<file path="config.mk">
export PLATFORM = sky130hd
export DESIGN_NAME = cclimb_input
export DESIGN_NICKNAME = d
export VERILOG_FILES = /design/src/rtl/cclimb_input.sv
export SDC_FILE = /design/constraint.sdc
export NUM_CORES = 1
export LEC_CHECK = 0
export BUFFER_PORTS_ARGS = -buffer_cell sky130_fd_sc_hd__buf_2
export CAP_MARGIN = 20
export CORE_ASPECT_RATIO = 1.4
export CORE_MARGIN = 10
export CORE_UTILIZATION = 35
export CTS_CLUSTER_DIAMETER = 30
export DETAILED_ROUTE_END_ITERATION = 10
export PLACE_DENSITY = 0.6
export SKIP_LAST_GASP = 1
export SYNTH_ARGS = -nofsm -noshare
export SYNTH_HDL_FRONTEND = slang
export SYNTH_SLANG_ARGS = --single-unit
</file>
<file path="constraint.sdc">
create_clock -name clk_sys -period 4.6 [get_ports clk_sys]
set_input_delay 0.23 -clock clk_sys [delete_from_list [all_inputs] [get_ports clk_sys]]
set_output_delay 0.23 -clock clk_sys [all_outputs]
set_load 0.01 [all_outputs]
</file>
<file path="src/rtl/cclimb_input.sv">
// cclimb_input: Crazy Climber control input adapter.
// Merges PS/2 keyboard and two HPS joystick words into two 4-way sticks with
// SOCD neutralisation, plus start/coin strobes. A frame-timed FSM turns a
// coin request into a fixed-length coin pulse followed by a lockout gap.
// Optional build macro CCLIMB_AUTOCOIN_EN: a start press in IDLE inserts a
// coin automatically and then replays that start as a timed pulse.
module cclimb_input #(
   parameter int COIN_FRAMES = 4
) (
   input  logic        clk_sys,
   input  logic        reset_n,
   input  logic [10:0] ps2_key,
   input  logic [15:0] joystick_0,
   input  logic [15:0] joystick_1,
   input  logic        vblank,
   output logic [3:0]  stick_l,
   output logic [3:0]  stick_r,
   output logic        start1,
   output logic        start2,
   output logic        coin1
);

   localparam logic [3:0] CF = 4'(COIN_FRAMES);

   typedef enum logic [1:0] {IDLE, COIN, GAP, START} coin_state_t;

   coin_state_t state;
   logic [3:0]  cnt;

   // Keyboard latches and toggle tracking
   logic        tog_q, primed;
   logic        kl_up, kl_dn, kl_lt, kl_rt;
   logic        kr_up, kr_dn, kr_lt, kr_rt;
   logic        ks1, ks2, kc;
   logic        key_evt;
   logic [7:0]  code;

   logic [15:0] joy;
   logic [3:0]  raw_l, raw_r;
   logic        raw_s1, raw_s2, coin_req;
   logic        vb_q, creq_q;
   logic        tick, coin_rise;
   logic        unused_bits;

`ifdef CCLIMB_AUTOCOIN_EN
   logic        s1_q, s2_q, s1_rise, s2_rise;
   logic        auto_q, sel2_q;
`endif

   // Opposing directions held together cancel to neutral on that axis
   function automatic logic [3:0] socd(input logic [3:0] r);
      return {r[3] & ~r[2], r[2] & ~r[3], r[1] & ~r[0], r[0] & ~r[1]};
   endfunction

   assign joy         = joystick_0 | joystick_1;
   // E0 prefix is deliberately not decoded: extended and plain codes alias
   assign code        = ps2_key[7:0];
   assign key_evt     = primed & (ps2_key[10] ^ tog_q);
   assign raw_l       = {kl_up, kl_dn, kl_lt, kl_rt} | joy[3:0];
   assign raw_r       = {kr_up, kr_dn, kr_lt, kr_rt} | joy[7:4];
   assign raw_s1      = ks1 | joystick_0[8];
   assign raw_s2      = ks2 | joystick_1[8] | joy[9];
   assign coin_req    = kc | joy[10];
   assign tick        = vblank & ~vb_q;
   assign coin_rise   = coin_req & ~creq_q;
   assign unused_bits = ^{joy[15:11], joy[8], ps2_key[8]};

`ifdef CCLIMB_AUTOCOIN_EN
   assign s1_rise     = raw_s1 & ~s1_q;
   assign s2_rise     = raw_s2 & ~s2_q;
`endif

   // Key decode: the first clock after reset only captures the toggle level
   always_ff @(posedge clk_sys or negedge reset_n) begin
      if (!reset_n) begin
         tog_q  <= 1'b0;
         primed <= 1'b0;
         kl_up  <= 1'b0; kl_dn <= 1'b0; kl_lt <= 1'b0; kl_rt <= 1'b0;
         kr_up  <= 1'b0; kr_dn <= 1'b0; kr_lt <= 1'b0; kr_rt <= 1'b0;
         ks1    <= 1'b0; ks2   <= 1'b0; kc    <= 1'b0;
      end else begin
         tog_q  <= ps2_key[10];
         primed <= 1'b1;
         if (key_evt) begin
            case (code)
               8'h1D: kl_up <= ps2_key[9];
               8'h1B: kl_dn <= ps2_key[9];
               8'h1C: kl_lt <= ps2_key[9];
               8'h23: kl_rt <= ps2_key[9];
               8'h75: kr_up <= ps2_key[9];
               8'h72: kr_dn <= ps2_key[9];
               8'h6B: kr_lt <= ps2_key[9];
               8'h74: kr_rt <= ps2_key[9];
               8'h05, 8'h16: ks1 <= ps2_key[9];
               8'h06, 8'h1E: ks2 <= ps2_key[9];
               8'h2E, 8'h36: kc  <= ps2_key[9];
               default: ;
            endcase
         end
      end
   end

   // Registered stick outputs after SOCD cleanup
   always_ff @(posedge clk_sys or negedge reset_n) begin
      if (!reset_n) begin
         stick_l <= 4'b0000;
         stick_r <= 4'b0000;
      end else begin
         stick_l <= socd(raw_l);
         stick_r <= socd(raw_r);
      end
   end

   // Previous-cycle copies for frame tick and request edge detection
   always_ff @(posedge clk_sys or negedge reset_n) begin
      if (!reset_n) begin
         vb_q   <= 1'b0;
         creq_q <= 1'b0;
`ifdef CCLIMB_AUTOCOIN_EN
         s1_q   <= 1'b0;
         s2_q   <= 1'b0;
`endif
      end else begin
         vb_q   <= vblank;
         creq_q <= coin_req;
`ifdef CCLIMB_AUTOCOIN_EN
         s1_q   <= raw_s1;
         s2_q   <= raw_s2;
`endif
      end
   end

   // Coin FSM with registered coin/start outputs; ticks count down each phase
   always_ff @(posedge clk_sys or negedge reset_n) begin
      if (!reset_n) begin
         state  <= IDLE;
         cnt    <= 4'd0;
         coin1  <= 1'b0;
         start1 <= 1'b0;
         start2 <= 1'b0;
`ifdef CCLIMB_AUTOCOIN_EN
         auto_q <= 1'b0;
         sel2_q <= 1'b0;
`endif
      end else begin
         start1 <= raw_s1;
         start2 <= raw_s2;
         case (state)
            IDLE: begin
               if (coin_rise) begin
                  state <= COIN;
                  cnt   <= CF;
                  coin1 <= 1'b1;
`ifdef CCLIMB_AUTOCOIN_EN
                  auto_q <= 1'b0;
               end else if (s1_rise || s2_rise) begin
                  state  <= COIN;
                  cnt    <= CF;
                  coin1  <= 1'b1;
                  auto_q <= 1'b1;
                  sel2_q <= ~s1_rise;
                  start1 <= 1'b0;
                  start2 <= 1'b0;
`endif
               end
            end
            COIN: begin
`ifdef CCLIMB_AUTOCOIN_EN
               if (auto_q) begin
                  start1 <= 1'b0;
                  start2 <= 1'b0;
               end
`endif
               if (tick) begin
                  if (cnt <= 4'd1) begin
                     state <= GAP;
                     cnt   <= CF;
                     coin1 <= 1'b0;
                  end else begin
                     cnt <= cnt - 4'd1;
                  end
               end
            end
            GAP: begin
`ifdef CCLIMB_AUTOCOIN_EN
               if (auto_q) begin
                  start1 <= 1'b0;
                  start2 <= 1'b0;
               end
`endif
               if (tick) begin
                  if (cnt <= 4'd1) begin
`ifdef CCLIMB_AUTOCOIN_EN
                     if (auto_q) begin
                        state  <= START;
                        cnt    <= CF;
                        start1 <= ~sel2_q;
                        start2 <= sel2_q;
                     end else begin
                        state <= IDLE;
                        cnt   <= 4'd0;
                     end
`else
                     state <= IDLE;
                     cnt   <= 4'd0;
`endif
                  end else begin
                     cnt <= cnt - 4'd1;
                  end
               end
            end
            START: begin
`ifdef CCLIMB_AUTOCOIN_EN
               start1 <= ~sel2_q;
               start2 <= sel2_q;
               if (tick) begin
                  if (cnt <= 4'd1) begin
                     state  <= IDLE;
                     cnt    <= 4'd0;
                     auto_q <= 1'b0;
                     start1 <= raw_s1;
                     start2 <= raw_s2;
                  end else begin
                     cnt <= cnt - 4'd1;
                  end
               end
`else
               state <= IDLE;
               cnt   <= 4'd0;
`endif
            end
            default: begin
               state <= IDLE;
               cnt   <= 4'd0;
            end
         endcase
      end
   end

endmodule

</file>
### Word-level counts from Yosys, hierarchy flattened

Index checks and enable logic that the tools add are counted.

* flip-flop bits (word level): 32
* latch bits: 0
* memory bits (writable): 0
* ROM bits: 0
* bits of input ports: 46
* output and inout bits: 11
* logic and storage cells: 110
* memories kept: 0

* add/sub/neg operators: 1
* multiply operators: 0
* divide/modulo/power cells: 0
* magnitude comparators: 1
* equal/unequal tests: 22
* shift-type cells: 0
* multiplexer cells: 16
* bitwise gates (word level): 29
* reductions and logical operators: 19

Operators with widths (number)
* 8-bit by 5-bit == test with 1-bit output (second input constant): 5
* 8-bit by 7-bit == test with 1-bit output (second input constant): 4
* 8-bit by 6-bit == test with 1-bit output (second input constant): 3
* 2-bit AND reduction: 11
* 4-bit 2-to-1 mux: 5
* 8-bit by 3-bit == test with 1-bit output (second input constant): 2
* 4-bit case mux with 4 select lines: 1
* 1-bit AND: 11
* 11-bit OR: 1
* 2-bit 2-to-1 mux: 5
* 2-bit != test (second input constant): 5
* 1-bit inverter: 10
* 4-bit OR: 2
* 2-bit case mux with 4 select lines: 1
* 2-bit OR reduction: 3
* 5-bit AND reduction: 1
* 2-bit == test (second input constant): 2
* 4-bit by 1-bit less-or-equal comparator with 1-bit output (second input constant): 1
* 1-bit OR: 4
* 4-bit AND reduction: 1
* 4-bit by 1-bit subtractor with 4-bit output (second input constant): 1
* 1-bit 2-to-1 mux: 3
* 3-bit AND reduction: 1
* 2-bit by 1-bit == test with 1-bit output (second input constant): 1
* 4 further kinds: 4

### Depth between registers and ports, before layout

Gate-level depths: netlist (run 1).

* depth after elaboration: 5
* gate-level depth with buffers: 6
* mapped depth without buffers: 6

### Least setup slack after synthesis (run 1)

Ideal clock, no wire load.

* path kind: register -> register
* start: reg cnt[0]
* end: reg state[1]
* setup time: 0.125 ns
* arrival time: 1.385 ns
* required time: 4.475 ns
* slack: 3.091 ns
* cell stages (with the launch flop): 6
* buffers on the path: 0
* period minus slack after synthesis: 1.509 ns
* cells stage by stage: dfrtp_1 -> inv_1 -> ha_1 -> nor2_1 -> nor4_1 -> mux2_2

* longest elaborated chain between the ends: 3
* elaborated cells on any way between the ends: 4
* classes of those cells: order compare: 1; eq/ne: 2; reduce/logical: 1

Ends and longest elaborated chain
* from (decl): line 28 `logic [3:0] cnt;`
* from (signal assigned): line 180 `cnt <= cnt - 4'd1;`
* from (signal assigned): line 208 `cnt <= cnt - 4'd1;`
* 4-bit by 1-bit less-or-equal comparator with 1-bit output (*): line 175, 192
* 2-bit != test (no line)
* 5-bit AND reduction (no line) (*)
* to (signal assigned): line 176 `state <= GAP;`
* to (signal assigned): line 204 `state <= IDLE;`
* to (signal assigned): line 228 `state <= IDLE;`
* to (decl): line 27 `coin_state_t state;`

Every way passes the cells marked *; elsewhere a longest branch is shown, timed or not.
A chain may end at the register's enable or synchronous reset.

### Worst setup path after layout (run 1)

Ends and elaborated chain as after synthesis.

==> results.ini, run 1 <==
[cells_and_area]
nNetsFinal = 229
n_antenna_cell = 0
fillerInstances = 434
final_layout_size_suffix_gt1_share_pct = 38.1
post_layout_nonfiller_instances = 241
post-route-util_pct = 45.4
area_growth_pct = 24.2

[die]
rows = 28
fp.dieArea_mm2 = 0.00757
io_pins = 57
start_util_pct = 36.5
core_mm2 = 0.00427
die_h_um = 99.0
die_x_um = 76.5

[pwr]
clockPowerShare_pct = 28.8
power.leakage_uw = 0.000918
p_comb_share_pct = 25.7
intPower_uw = 548
swShare_pct = 30.7
p_seq_share_pct = 45.5
ir_worst_vdd_uv = 178
switching_power_uw = 243
power_density_mw_per_mm2 = 408

[setup_path]
required_ns = 4.77
crit_chain = inv_1, ha_1, nor2_1, nor4_1, mux2_2
slowest_stage = dfrtp_1
cp_data_arrival_time_ns = 1.86
critPathKind = register to register
crit_buf_inv = 1
path_delay_family = simple AND/OR/NAND/NOR gates
cp_max_fo = 5
endpoint_kind = register
startpoint_type = register
slowest_delay_ns = 0.42

[cts]
cts_tree = done
ctsResizeCount = 0
cts_root_buffer = clkbuf_8
hold_buffers = 0
cts_buffers = 5
clk_latency_ns = 0.28
cts_buffer_depth = 2
clk_pin_slew_worst_paths_ns = 0.06
cts_max_level = 2
cts_setup_buffers = 0
clock-sinks = 32

[timing]
finalMaxSlewViolations = 0
finalSetupViolations = 0
setup-tns-final_ns = 0
period_needed_ns = 1.70
clock_skew_ns = 0.00440
rsz0062_at_grt = false
worst_slack_ns = 2.90
tightest_slew_ns = 0.705
fin_crit_sh_pct = 36.9
slew_headroom_pct = 53.0
whs_ns = -0.00134
hold_viol_final = 3
max_freq_ghz = 0.590

[global_routing]
antenna_found_initial = 0
grt_usage_pct = 9.85
grt-ovfl-total = 0
grt_max_degree = 33
grt_pass1_vias = 1372
grt_first_pass_wirelength_mm = 6.12

[synthesis]
yosysSeqAreaShare_pct = 51.3
yosys_warnings = 0
synth_area_mm2 = 0.00156
synth_edf_count = 0
synthFlopType = dfrtp_1
synth_cells = 132
syn_avg_cell_area_um2 = 11.8
syn_nets = 180
synth.distinct_cells = 44
async_flop_share_pct = 100
yosys_register_bits = 32

[drt]
drt_pass1_iterations = 4
route.detailed.drc = 0
wl_per_cell_um = 14.8
via_per_inst = 5.14
drtIter0Drc = 66
ant_nets = 0
finalWirelength_mm = 3.56
vias = 1238

[placed_design]
pre_cts_ws_ns = 2.90
dpl.cell_count = 234
dp_hpwl_mm = 2.83
routabilityCongestion = 0.869
io_buffers = 45

[status]
violations = negative hold slack
status = complete, but fails checks

[worst_hold_path]
hp-class = input port to async pin

[flow_run]
cap_violations = 0

[final timing paths]
check                                   start              endpoint  slack [ns]  cells after the start
max reg2reg                cnt[0]$_DFFE_PN0P_  state[1]$_DFFE_PN0P_        2.90                      5
max in group asynchronous             reset_n     kr_dn$_DFFE_PN0P_        4.15                      1
min reg2reg                 kr_dn$_DFFE_PN0P_  stick_r[3]$_DFF_PN0_        0.46                      1
min in group clk_sys              ps2_key[10]       tog_q$_DFF_PN0_        0.08                      1
max                        cnt[0]$_DFFE_PN0P_  state[1]$_DFFE_PN0P_        2.90                      5
min                                   reset_n    cnt[2]$_DFFE_PN0P_      -0.001                      1
[cells in the final DEF (no fill, tap or decap), types with 3 or more instances in the layout]
master	instances
nand2_1	6
clkbuf_8	7
a21oi_1	3
nor4_1	9
nor2b_1	3
buf_2	45
mux2_1	8
nor4b_2	3
nor3_1	7
inv_1	6
mux2_2	5
o31a_1	4
nor2_1	6
dfrtp_1	32
[power groups by stage]
| stage | logic (uW) | registers, uW | clock network (uW) |
|---|---|---|---|
| after floorplan | 160 | 349 | 0 |
| after global placement | 196 | 362 | 0 |
| after detailed placement | 205 | 364 | 0 |
| after CTS | 205 | 359 | 238 |
| after global routing | 233 | 365 | 252 |
| final | 203 | 360 | 228 |
[cell usage after synthesis (3+ instances only)]
cell type  number  area share (%)
nor2_1          6             1.4
mux2_1          8             5.8
nor4b_2         3             2.9
o31a_1          4             2.2
nor3_1          7             2.2
nand2_1         6             1.4
a21oi_1         3            0.96
inv_1           6             1.4
mux2_2          5             3.6
nor2b_1         3             1.2
nor4_1          9             3.6
dfrtp_1        32              51
[sequential cells by signal (all words and copies together) (netlist names)]
name     count
state        2
stick_l      4
start2       1
kl_lt        1
ks1          1
kc           1
coin1        1
tog_q        1
kr_up        1
kr_rt        1
kr_lt        1
kl_rt        1
primed       1
kl_dn        1
cnt          4
kr_dn        1
stick_r      4
kl_up        1
ks2          1
vb_q         1
start1       1
creq_q       1
[stage by stage]
stage,instance area (um2),power [uW]
2_1_floorplan,1560,510
3_3_place_gp,1840,558
3_5_place_dp,1840,569
4_1_cts,1940,802
5_1_grt,1940,850
6_report,1940,791
[cell families after synthesis]
group	share of synthesized area, %
compound gates	10.6
other cells	0.240
xor+xnor	1.12
fa+ha+maj	1.60
flops	51.3
buf+inv	2.64
simple gates	23.2
mux	9.37
[layout make-up]
cell class	count	area [um2]	share of cell area [%]
Clock buffer	7	96.3	4.97
Inverter	6	22.5	1.16
Multi-Input combinational cell	91	719	37.1
Sequential cell	32	801	41.3
Tap cell	60	75.1	3.87
Timing Repair Buffer	45	225	11.6
[layer usage]
metal	track usage, %	vias to the layer above	wire [um]
met1	10.7	589	1520
met2	16.2	44	1750
li1	-	594	-
met5	0	-	0
met3	4.09	11	189
met4	4.88	0	97
Power figures use the tool's default switching activity.
==> run 2, diff against run 1 <==
--- a/config.mk
+++ b/config.mk
@@ -5,6 +5,7 @@
 export SDC_FILE = /design/constraint.sdc
 export NUM_CORES = 1
 export LEC_CHECK = 0
+export ABC_AREA = 1
 export BUFFER_PORTS_ARGS = -buffer_cell sky130_fd_sc_hd__buf_2
 export CAP_MARGIN = 20
 export CORE_ASPECT_RATIO = 1.4
==> constraint.sdc (replaced) <==
create_clock -name clk_sys -period 1.6 [get_ports clk_sys]
set_input_delay 0.08 -clock clk_sys [delete_from_list [all_inputs] [get_ports clk_sys]]
set_output_delay 0.08 -clock clk_sys [all_outputs]
set_load 0.01 [all_outputs]
==> run 2 against run 1 <==
Compared with the run above: the flow now finishes without violations; core utilization up 2.1 points; global-route usage up 0.27 points; cell area up 5.5%; clock-buffer cell count down 2; sequential power rose to 2.7 times the previous value; worst hold slack better by 0.028 ns; clock skew up 0.0028 ns; routed wire length up 3.0%; first-iteration DRC count up 65%.
==> results.ini, run 2 <==
[synthesis]
yosysSeqAreaShare_pct = 50.8
synthFlopType = dfrtp_1
yosysMostFrequentCell = nand2_1
synth-compound-area-share_pct = 5.39
synth_edf_count = 0
synth_cells = 202
synth_top_cell_by_area = dfrtp_1
yosys-top-cells-count = nand2_1, dfrtp_1, inv_1
yosys_register_bits = 32
yosys_warnings = 0
netlist.area_leader.share_pct = 50.8
synth_xor_area_share_pct = 0
syn_nets = 250
synthMuxAreaShare_pct = 0
synth_area_mm2 = 0.00158
async_flop_share_pct = 100
synth.area.top_cells = dfrtp_1, nand2_1, inv_1
synth_top_family_by_area = simple AND/OR/NAND/NOR gates
synthSimpleGateAreaFrac_pct = 35.1
synth.distinct_cells = 22
syn_avg_cell_area_um2 = 7.81
synthAdderAreaFrac_pct = 1.59

[setup_path]
reg2reg_slack_ns = 0.06
endpoint_kind = register
slowest_delay_ns = 0.56
cp-endpoint = start2$_DFF_PN0_
required_ns = 1.77
cp_data_arrival_time_ns = 1.71
startpoint_type = register
worst_r2r_path_depth = 2
critPathKind = register to register
path_delay_family = buffers and inverters
crit_chain = or4_1, dlygate4sd3_1
r2r_start = ks2$_DFFE_PN0P_
cp_max_fo = 2
slowest_stage = dlygate4sd3_1
startpoint = ks2$_DFFE_PN0P_
r2r_end = start2$_DFF_PN0_
cp.depth = 2
crit_buf_inv = 1

[timing]
setup-tns-final_ns = 0
fin_crit_sh_pct = 96.4
slew_headroom_pct = 53.7
hold_viol_final = 0
tightest_slew_ns = 0.694
rsz0062_at_grt = false
finalMaxSlewViolations = 0
clock_skew_ns = 0.00721
period_needed_ns = 1.54
finalSetupViolations = 0
max_freq_ghz = 0.648

[cts]
clk_latency_ns = 0.28
clk_pin_slew_worst_paths_ns = 0.08
cts_buffers = 5
ctsResizeCount = 0
cts_max_level = 2
cts_root_buffer = clkbuf_8
cts_buffer_depth = 2
clock-sinks = 32
cts_tree = done

[cells_and_area]
area_growth_pct = 29.7
final_layout_size_suffix_gt1_share_pct = 25.9
largestRegisters = cnt: 4 flops, stick_l: 4 flops, stick_r: 4 flops
n_antenna_cell = 0
fin_area_mm2 = 0.00205
final_common_cell = nand2_1
nNetsFinal = 310
final_cell_mix = nand2_1, buf_2, dfrtp_1
post_layout_nonfiller_instances = 323

[global_routing]
grt-ovfl-total = 0
grt_pass1_vias = 1481
grt_max_degree = 33
grt_first_pass_wirelength_mm = 6.35
grt_usage_pct = 10.1
antenna_found_initial = 0

[die]
core_mm2 = 0.00431
fp.dieArea_mm2 = 0.00763
io_pins = 57
die_x_um = 76.7
die_h_um = 99.4
start_util_pct = 36.6
rows = 28

[placed_design]
post_dp_cell_area_mm2 = 0.00187
dp_hpwl_mm = 2.95
routabilityCongestion = 0.854
io_buffers = 45
dpl.cell_count = 306

[pwr]
power.leakage_uw = 0.00110
power_density_mw_per_mm2 = 1140
ir_worst_vdd_uv = 479
p_total_uw = 2340

[drt]
wl_per_cell_um = 11.3
route.detailed.drc = 0
drtIter0Drc = 109
finalWirelength_mm = 3.66
via_per_inst = 4.54
drt_pass1_iterations = 4
ant_nets = 0
vias = 1466

[flow_run]
cap_violations = 0

[worst_hold_path]
hp-class = input port to register
worstHoldPathCells = 3

[status]
status = complete, no violations

[run 2: cell count changes in the layout (fill, tap and decap cells not counted), moves of 8 or more]
cell / previous run / this run
nor2_1: 6 / 16
nor4_1: 9 / 0
o21ai_1: 0 / 12
dlygate4sd3_1: 0 / 8
nand3_1: 1 / 15
inv_1: 6 / 23
mux2_1: 8 / 0
nand2_1: 6 / 64
[run 2: cells by family after synthesis]
logic type / count (synthesis)
buffers and inverters: 27
adder cells (fa/ha/maj): 2
flip-flops: 32
AO/OA/AOI/OAI: 17
other: 1
AND/OR/NAND/NOR: 123
[run 2: layout make-up]
type / instances / area (um2)
Tap cell: 60 / 75.1
Sequential cell: 32 / 801
Timing Repair Buffer: 54 / 313
Inverter: 26 / 97.6
Clock buffer: 5 / 68.8
Multi-Input combinational cell: 143 / 668
Fill cell: 465 / 2260
Clock inverter: 3 / 23.8
[run 2: metal layers]
metal	up-vias	global-route usage (%)	share of wire (%)	routed length (um)
li1	754	-	-	-
met1	666	10.2	40	1460
met2	39	18.0	52	1910
met3	7	3.51	5.6	205
met4	0	5.16	2.5	90
met5	-	0	0	0
[run 2: per-stage QoR]
step	util [%]	setup slack (ns)	hold slack [ns]
after CTS	47.3	0.0556	0.0171
after global routing	47.5	0.0146	0.0205
after global placement	43.3	0.254	0.167
final	47.5	0.0578	0.0263
after floorplan	-	0.361	-0.216
after detailed placement	43.3	0.233	0.166
[run 2: timing repair]
action                                  in CTS  in global routing
endpoints found under the setup margin       0                  1
hold buffers                                 8                  0
endpoints found under the hold margin       37                  0
setup buffers                                0                  1
[run 2: worst min path at each step]
stage / from / end / slack [ns]
final: joystick_0[0] / stick_l[0]$_DFF_PN0_ / 0.03
after global routing: joystick_0[0] / stick_l[0]$_DFF_PN0_ / 0.02
after CTS: joystick_0[0] / stick_l[0]$_DFF_PN0_ / 0.02
after detailed placement: reset_n / tog_q$_DFF_PN0_ / 0.17
after global placement: reset_n / tog_q$_DFF_PN0_ / 0.17
after floorplan: reset_n / cnt[0]$_DFFE_PN0P_ / -0.22
[run 2: power by group]
group          internal, uW  total (uW)  switching (uW)
Combinational           269         735             466
Clock                   307         623             315
Sequential              913         984            70.9
[run 2: worst reg2reg max path, cell delays in order (launching register included)]
cell           delay, ns
dfrtp_1             0.38
or4_1               0.49
dlygate4sd3_1       0.56
==> run 3, diff against run 2 <==
--- a/config.mk
+++ b/config.mk
@@ -10,10 +10,11 @@
 export CAP_MARGIN = 20
 export CORE_ASPECT_RATIO = 1.4
 export CORE_MARGIN = 10
-export CORE_UTILIZATION = 35
+export CORE_UTILIZATION = 49
 export CTS_CLUSTER_DIAMETER = 30
+export CTS_CLUSTER_SIZE = 20
 export DETAILED_ROUTE_END_ITERATION = 10
-export PLACE_DENSITY = 0.6
+export PLACE_DENSITY = 0.79
 export SKIP_LAST_GASP = 1
 export SYNTH_ARGS = -nofsm -noshare
 export SYNTH_HDL_FRONTEND = slang
==> run 3 against run 2 <==
Compared with the run above: the run now ends with negative hold slack left; core utilization increased by 17 points; maximum frequency increased by 10%; first-iteration DRC count decreased by 40%; cell count decreased by 7.7%; largest cell class unchanged.
==> results.ini, run 3 (synthesized netlist as in run 2, its figures left out) <==
[timing]
tightest_slew_ns = 0.677
fin_crit_sh_pct = 87.2
finalSetupViolations = 0
max_freq_ghz = 0.716
whs_ns = -0.00674
slew_headroom_pct = 54.9
setup-tns-final_ns = 0
period_needed_ns = 1.40
rsz0062_at_grt = false
hold_viol_final = 1
finalMaxSlewViolations = 0
clock_skew_ns = 0.00504

[pwr]
power.leakage_uw = 0.00109
power_density_mw_per_mm2 = 1180
ir_worst_vdd_uv = 823

[cells_and_area]
fillerInstances = 319
nNetsFinal = 306
n_antenna_cell = 0
final_layout_size_suffix_gt1_share_pct = 25.1
final_common_cell = nand2_1
area_growth_pct = 25.5
fin_area_mm2 = 0.00198
largestRegisters = cnt: 4 flops, stick_l: 4 flops, stick_r: 4 flops
post_layout_nonfiller_instances = 298
final_cell_mix = nand2_1, buf_2, dfrtp_1

[drt]
route.detailed.drc = 0
ant_nets = 0
wl_per_cell_um = 11.7
drt_pass1_iterations = 4
via_per_inst = 4.86
vias = 1448
finalWirelength_mm = 3.50
drtIter0Drc = 65

[cts]
cts_max_level = 2
clk_latency_ns = 0.28
cts_tree = done
clock-sinks = 32
cts_root_buffer = clkbuf_8
cts_buffer_depth = 2
clk_pin_slew_worst_paths_ns = 0.06
cts_buffers = 5

[setup_path]
slowest_delay_ns = 0.52
slowest_stage = dlygate4sd3_1
cp_data_arrival_time_ns = 1.55
startpoint_type = input port
crit_chain = dlygate4sd3_1, buf_2, nand2_1, nand2_1, nor2_2, nand3_1, nand2_1, o21ai_1
cpMostUsedCell = nand2_1
endpoint_kind = register
required_ns = 1.76
cp_max_fo = 13
path_delay_family = simple AND/OR/NAND/NOR gates
crit_buf_inv = 2
critPathKind = input port to register

[flow_run]
cap_violations = 0

[placed_design]
routabilityCongestion = 0.822
post_dp_cell_area_mm2 = 0.00184
dp_hpwl_mm = 2.78
io_buffers = 45
dpl.cell_count = 285

[status]
violations = negative hold slack
status = complete, but fails checks

[worst_hold_path]
hp-class = input port to register

[die]
core_mm2 = 0.00309
die_x_um = 68.0
rows = 24
io_pins = 57
die_h_um = 87.1
start_util_pct = 51.0
fp.dieArea_mm2 = 0.00592

[global_routing]
antenna_found_initial = 0
grt-ovfl-total = 0
grt_max_degree = 33
grt_usage_pct = 13.9
grt_first_pass_wirelength_mm = 6.36
grt_pass1_vias = 1510

[run 3: cell types whose count changed in the layout (fill, tap and decap cells not counted), sizes merged]
cell         delta
clkbuf          +3
dlygate4sd3     -3
clkinvlp        -2
buf             -1
clkinv          -1
[run 3: layout make-up]
class | instances | area, um2 | area share [%]
Tap cell | 39 | 48.8 | 2.46
Timing Repair Buffer | 50 | 275 | 13.9
Clock buffer | 8 | 90.1 | 4.55
Inverter | 26 | 97.6 | 4.93
Sequential cell | 32 | 801 | 40.4
Multi-Input combinational cell | 143 | 668 | 33.7
[run 3: stage by stage]
step           hold slack [ns]  total power (uW)  setup slack (ns)  util, %
2_1_floorplan           -0.216              1520             0.361        -
3_3_place_gp             0.156              1700             0.264     59.5
3_5_place_dp             0.160              1730             0.227     59.5
4_1_cts                 0.0221              2370            0.0528     64.4
5_1_grt                 0.0338              2560            0.0377     64.0
6_report              -0.00674              2340             0.204     64.0
[run 3: path summary, 6_finish.rpt]
path                               startpoint                   end  slack (ns)  cells past startpoint
min                             joystick_1[8]      start2$_DFF_PN0_      -0.007                      2
min in group asynchronous             reset_n       tog_q$_DFF_PN0_        0.37                      2
max reg2reg                cnt[0]$_DFFE_PN0P_     coin1$_DFFE_PN0P_        0.22                      9
max                               ps2_key[10]     kl_lt$_DFFE_PN0P_        0.20                      8
max in group asynchronous             reset_n  stick_r[3]$_DFF_PN0_        0.79                      2
min reg2reg                 coin1$_DFFE_PN0P_     coin1$_DFFE_PN0P_        0.47                      2
[run 3: metal layers]
layer / vias to the layer above / routed length [um] / track usage [%]
met5: - / 0 / 0
met1: 653 / 1350 / 13.3
met3: 13 / 154 / 4.25
met4: 0 / 146 / 9.36
met2: 33 / 1850 / 24.2
li1: 749 / - / -
[run 3: report_power, final]
part / internal, uW / switching [uW] / total [uW]
Clock: 350 / 270 / 620
Sequential: 914 / 66.8 / 981
Combinational: 262 / 478 / 741
[run 3: repair_timing]
item | in CTS | in global routing
hold buffers | 6 | 0
buffers inserted | 0 | 0
gates resized for setup | 0 | 0
endpoints found under the hold margin | 36 | 0
endpoints found under the setup margin | 0 | 1
